===== src/rtl/smvm_row_collector.sv =====
// Reassembles 12-bit SMVM result half-words into 24-bit row results and
// buffers them in a small FIFO with valid/ready output, row index and last flag.
module smvm_row_collector #(
  parameter int unsigned DEPTH = 8,
  parameter int unsigned ROW_W = 9
) (
  input  logic             clk,
  input  logic             rst,
  input  logic             start,
  input  logic [ROW_W-1:0] rows_cfg,
  input  logic             in_valid,
  input  logic [11:0]      data_in,
  output logic             out_valid,
  input  logic             out_ready,
  output logic [23:0]      out_data,
  output logic [ROW_W-1:0] out_row,
  output logic             out_last,
  output logic             done,
  output logic             busy,
  output logic [1:0]       err
);

  localparam int unsigned PTR_W = $clog2(DEPTH);
  localparam int unsigned CNT_W = $clog2(DEPTH + 1);

  typedef enum logic [1:0] {S_IDLE, S_COLLECT, S_DRAIN, S_DONE} state_t;

  state_t             state_q, state_d;
  logic [ROW_W-1:0]   rows_q, rows_d;
  logic [ROW_W-1:0]   row_q, row_d;
  logic               half_q, half_d;
  logic [11:0]        hi_q, hi_d;
  logic [1:0]         err_q, err_d;
  logic [PTR_W-1:0]   wr_ptr_q, wr_ptr_d;
  logic [PTR_W-1:0]   rd_ptr_q, rd_ptr_d;
  logic [CNT_W-1:0]   cnt_q, cnt_d;
  logic               out_valid_q, out_valid_d;
  logic [23:0]        out_data_q, out_data_d;
  logic [ROW_W-1:0]   out_row_q, out_row_d;
  logic               out_last_q, out_last_d;
  logic               done_q, done_d;
  logic               busy_q, busy_d;

  logic [23:0]        mem_data_q [DEPTH];
  logic [ROW_W-1:0]   mem_row_q  [DEPTH];
  logic               mem_last_q [DEPTH];

  logic               push;
  logic               pop;
  logic               last_row;

  always_comb begin
    state_d  = state_q;
    rows_d   = rows_q;
    row_d    = row_q;
    half_d   = half_q;
    hi_d     = hi_q;
    err_d    = err_q;
    wr_ptr_d = wr_ptr_q;
    rd_ptr_d = rd_ptr_q;
    cnt_d    = cnt_q;
    push     = 1'b0;
    pop      = out_valid_q && out_ready;
    last_row = (row_q == rows_q - ROW_W'(1));

    case (state_q)
      S_IDLE: begin
        if (start) begin
          rows_d  = rows_cfg;
          row_d   = '0;
          half_d  = 1'b0;
          err_d   = 2'b00;
          state_d = (rows_cfg == '0) ? S_DONE : S_COLLECT;
        end
        if (in_valid) err_d[1] = 1'b1;
      end
      S_COLLECT: begin
        if (in_valid) begin
          half_d = ~half_q;
          if (!half_q) begin
            hi_d = data_in;
          end else begin
            row_d = row_q + ROW_W'(1);
            // A pop in the same cycle frees the slot, so a full FIFO can still accept
            if ((cnt_q != CNT_W'(DEPTH)) || pop) push = 1'b1;
            else err_d[0] = 1'b1;
            if (last_row) state_d = S_DRAIN;
          end
        end
      end
      S_DRAIN: begin
        if (in_valid) err_d[1] = 1'b1;
        // No pushes here, so the last entry (or nothing, if it was dropped) empties the FIFO
        if ((cnt_q == CNT_W'(0)) || (pop && (cnt_q == CNT_W'(1)))) state_d = S_DONE;
      end
      default: begin
        if (in_valid) err_d[1] = 1'b1;
        state_d = S_IDLE;
      end
    endcase

    if (push) wr_ptr_d = wr_ptr_q + PTR_W'(1);
    if (pop)  rd_ptr_d = rd_ptr_q + PTR_W'(1);
    cnt_d = cnt_q + CNT_W'(push) - CNT_W'(pop);

    // Registered head: next head is either the entry being written now or stored data
    out_valid_d = (cnt_d != CNT_W'(0));
    if (cnt_d == CNT_W'(0)) begin
      out_data_d = '0;
      out_row_d  = '0;
      out_last_d = 1'b0;
    end else if (push && (rd_ptr_d == wr_ptr_q)) begin
      out_data_d = {hi_q, data_in};
      out_row_d  = row_q;
      out_last_d = last_row;
    end else begin
      out_data_d = mem_data_q[rd_ptr_d];
      out_row_d  = mem_row_q[rd_ptr_d];
      out_last_d = mem_last_q[rd_ptr_d];
    end

    busy_d = (state_d != S_IDLE);
    done_d = (state_d == S_DONE);
  end

  always_ff @(posedge clk) begin
    if (rst) begin
      state_q     <= S_IDLE;
      rows_q      <= '0;
      row_q       <= '0;
      half_q      <= 1'b0;
      hi_q        <= '0;
      err_q       <= 2'b00;
      wr_ptr_q    <= '0;
      rd_ptr_q    <= '0;
      cnt_q       <= '0;
      out_valid_q <= 1'b0;
      out_data_q  <= '0;
      out_row_q   <= '0;
      out_last_q  <= 1'b0;
      done_q      <= 1'b0;
      busy_q      <= 1'b0;
    end else begin
      state_q     <= state_d;
      rows_q      <= rows_d;
      row_q       <= row_d;
      half_q      <= half_d;
      hi_q        <= hi_d;
      err_q       <= err_d;
      wr_ptr_q    <= wr_ptr_d;
      rd_ptr_q    <= rd_ptr_d;
      cnt_q       <= cnt_d;
      out_valid_q <= out_valid_d;
      out_data_q  <= out_data_d;
      out_row_q   <= out_row_d;
      out_last_q  <= out_last_d;
      done_q      <= done_d;
      busy_q      <= busy_d;
    end
  end

  // Storage array needs no reset; occupancy and pointers define what is live
  always_ff @(posedge clk) begin
    if (push && !rst) begin
      mem_data_q[wr_ptr_q] <= {hi_q, data_in};
      mem_row_q[wr_ptr_q]  <= row_q;
      mem_last_q[wr_ptr_q] <= last_row;
    end
  end

  assign out_valid = out_valid_q;
  assign out_data  = out_data_q;
  assign out_row   = out_row_q;
  assign out_last  = out_last_q;
  assign done      = done_q;
  assign busy      = busy_q;
  assign err       = err_q;

endmodule


===== config.mk =====
export PLATFORM = sky130hd
export DESIGN_NAME = smvm_row_collector
export DESIGN_NICKNAME = d
export VERILOG_FILES = /design/src/rtl/smvm_row_collector.sv
export SDC_FILE = /design/constraint.sdc
export NUM_CORES = 1
export LEC_CHECK = 0
export ABC_AREA = 0
export ABC_CLOCK_PERIOD_IN_PS = 5550
export CORE_AREA = 5 5 174 176
export CTS_CLUSTER_SIZE = 28
export DETAILED_ROUTE_END_ITERATION = 8
export DIE_AREA = 0 0 179 181
export GPL_TIMING_DRIVEN = 0
export PLACE_DENSITY = 0.72
export REMOVE_ABC_BUFFERS = 1
export SLEW_MARGIN = 0
export SYNTH_ARGS = -nofsm -noshare
export SYNTH_HDL_FRONTEND = slang
export SYNTH_SLANG_ARGS = --single-unit

===== constraint.sdc =====
create_clock -name clk -period 5.55 [get_ports clk]
set_input_delay 1.11 -clock clk [delete_from_list [all_inputs] [get_ports clk]]
set_output_delay 1.11 -clock clk [all_outputs]
set_load 0.02 [all_outputs]

==> metrics.csv <==
metric,value,unit
ys_types,51,
cts.sinks,354,
timing_worst_slew_pin_value,946,ps
instances_no_fill,1323,
dp_cells,1256,
clkTransAtPathRegs,60,ps
cts-htree-levels,2,
wl_per_cell,21.5,um
ys_seq_elements,354,
synthFlopType,edfxtp_1,
cts_root_buf,clkbuf_16,
ys_seq_area_share,71.3,%
grt_pass1_vias,7556,
hold_end,rows_q[8]$_SDFFE_PP0P_,
rrSetupSlack,1620,ps
track_usage,17.9,%
dieArea,0.0324,mm^2
setup-violations-final,0,
r2r_end,out_row[3]$_SDFF_PP0_,
port_buffers,64,
insertion_delay,520,ps
grt_remaining_overflow,0,
antenna_found_initial,0,
coreArea,0.0285,mm^2
hold_class,flip-flop to flip-flop,
clockBufferDepth,3,
drv_slew,0,
drive_gt1_share,21.2,%
via_per_inst,5.61,
regToRegStartpoint,state_q[0]$_SDFF_PP0_,
cts_setup_buffers,0,
post-route-period-util,83.2,%
worstHoldStart,rows_q[8]$_SDFFE_PP0P_,
syn_to_final_growth,21.3,%
cts_buffers,37,
rows,62,
grt_pass1_wl,44.5,mm
cts_resized,0,
crit_type,input port to flip-flop,
gp_congestion,0.733,
totalWireLength,28.5,mm
synth_edf_count,272,
start_kind,input port,
fillCellCount,2118,
start_util,48.4,%
grt_max_degree,40,
yosys-top-cells-area,"edfxtp_1 59%, dfxtp_1 12%, mux4_2 11%, mux2i_1 2.6%, o211a_1 2.5%",
whs_path_depth,2,
drt_iter0_drc,562,
status,"finished, final reports clean",
skew,19.2,ps
ant_nets,0,
synth_warnings,0,
final_area,0.0167,mm^2
end_kind,flip-flop,
mappedNetlistArea,0.0138,mm^2
ir_drop,247,uV
power,0.00753,W
required,5940,ps
synth_top_area_share,59.3,%
power_leakage,6.22,nW
antenna_cells,0,
synth_area_per_cell,17.1,um^2
place_area,0.0154,mm^2
nNetsFinal,948,
hold_violations,0,
drc_errors,0,
ios,65,
arrival,5010,ps
dr.pass1.iters,5,
critical_path.max_fanout,28,
relSlewSlack,36.6,%
max_freq,0.216,GHz
fin_crit,4620,ps
die_h,181,um
rr_worst_depth,13,
postCtsHoldBufs,0,
rsz0062_at_grt,no,
vias,7420,
tritoncts,done,
power_density,451,mW/mm^2
hpwlAfterDp,17.9,mm
crit_path_start,in_valid,
netlist_instances,803,
yosys.area.top_type,edfxtp_1,
utilization,58.6,%
drv_cap,0,
die_w,179,um
synth-async-reset-ratio,0,%
-- cell usage after synthesis (3+ instances only) --
library cell / instances
a21oi_1: 29
nor2_1: 32
nand2_1: 88
edfxtp_1: 272
mux4_2: 68
ha_1: 10
mux2i_1: 36
buf_2: 13
nor3b_1: 5
inv_1: 12
nand3_1: 5
clkbuf_1: 25
nand2b_1: 7
nor3_1: 5
xnor2_1: 9
nand4_1: 4
dfxtp_1: 82
nor4_1: 5
buf_1: 3
xor2_1: 16
a31oi_1: 3
o211a_1: 34
-- critical path: stages --
cell and delay (ps):
clkdlybuf4s50_1 640, nand4b_1 190, a31oi_1 470, inv_1 90
ha_1 300, inv_1 50, ha_1 150, inv_1 60
fa_1 400, xor2_1 140, nor2_1 70, or4_2 870
buf_12 260, o211a_1 170
-- stage by stage --
step                hold slack [ps]  setup slack [ps]  setup TNS (ps)
global placement                467             -6460        -1198990
floorplan                       444             -1640          -83150
detailed placement              470               374               0
global route                    499               670               0
CTS                             477               899               0
finish                          478               930               0
-- placed cells by master, fill, tap and decap left out, types with 29 or more instances in the layout --
master | synthesis | layout
nand2_1 | 88 | 88
mux2i_1 | 36 | 35
dfxtp_1 | 82 | 82
edfxtp_1 | 272 | 272
a21oi_1 | 29 | 29
o211a_1 | 34 | 34
mux4_2 | 68 | 68
clkbuf_16 | 0 | 37
nor2_1 | 32 | 30
clkdlybuf4s50_1 | 0 | 63
-- report_power, final --
part | leakage, nW | switching [W] | internal, W | total (W)
Combinational | 2.37 | 0.000926 | 0.000981 | 0.00191
Sequential | 3.22 | 0.0000646 | 0.00298 | 0.00305
Clock | 0.633 | 0.000996 | 0.00158 | 0.00258
Total | 6.22 | 0.00199 | 0.00554 | 0.00753
-- flip-flops by register name, indices dropped and copies added, names as in the netlist, 8 cells and up --
signal / cells
mem_row_q: 72
hi_q: 12
mem_data_q: 192
out_data: 24
rows_q: 9
out_row: 9
mem_last_q: 8
row_q: 9
-- worst max path at each step --
stage / endpoint / slack (ps) / cells past startpoint
6_report: out_row[3]$_SDFF_PP0_ / 930 / 14
5_1_grt: out_row[3]$_SDFF_PP0_ / 670 / 14
4_1_cts: out_row[3]$_SDFF_PP0_ / 900 / 14
3_5_place_dp: out_row[3]$_SDFF_PP0_ / 370 / 14
3_3_place_gp: out_row[3]$_SDFF_PP0_ / -6460 / 6
2_1_floorplan: out_data[0]$_SDFF_PP0_ / -1640 / 5
-- area by class of cell --
cell class	count	area [um^2]	area share, %
Tap cell	384	480	2.88
Clock inverter	20	275	1.65
Clock buffer	47	1010	6.07
Sequential cell	354	9810	58.8
Multi-Input combinational cell	392	3790	22.7
Inverter	12	45.0	0.270
Timing Repair Buffer	114	1280	7.67
-- cell families (layout without fill, tap and decap cells) --
group,after synthesis,after routing,share of synthesized area [%]
adder cells (fa/ha/maj),11,11,1.05
multiplexers,104,104,13.7
AO/OA/AOI/OAI,79,79,4.46
flip-flops,354,354,71.3
XOR/XNOR,27,27,1.83
buffers and inverters,57,193,1.84
AND/OR/NAND/NOR,171,171,5.82
-- layer usage --
| metal | vias up | share of wire (%) | global-route usage (%) |
|---|---|---|---|
| met3 | 51 | 5.7 | 3.37 |
| met5 | - | 0 | 0 |
| met1 | 3796 | 43 | 25.3 |
| met2 | 239 | 49 | 28.5 |
| met4 | 0 | 2.8 | 5.71 |
| li1 | 3334 | - | - |
Power figures use the tool's default switching activity.
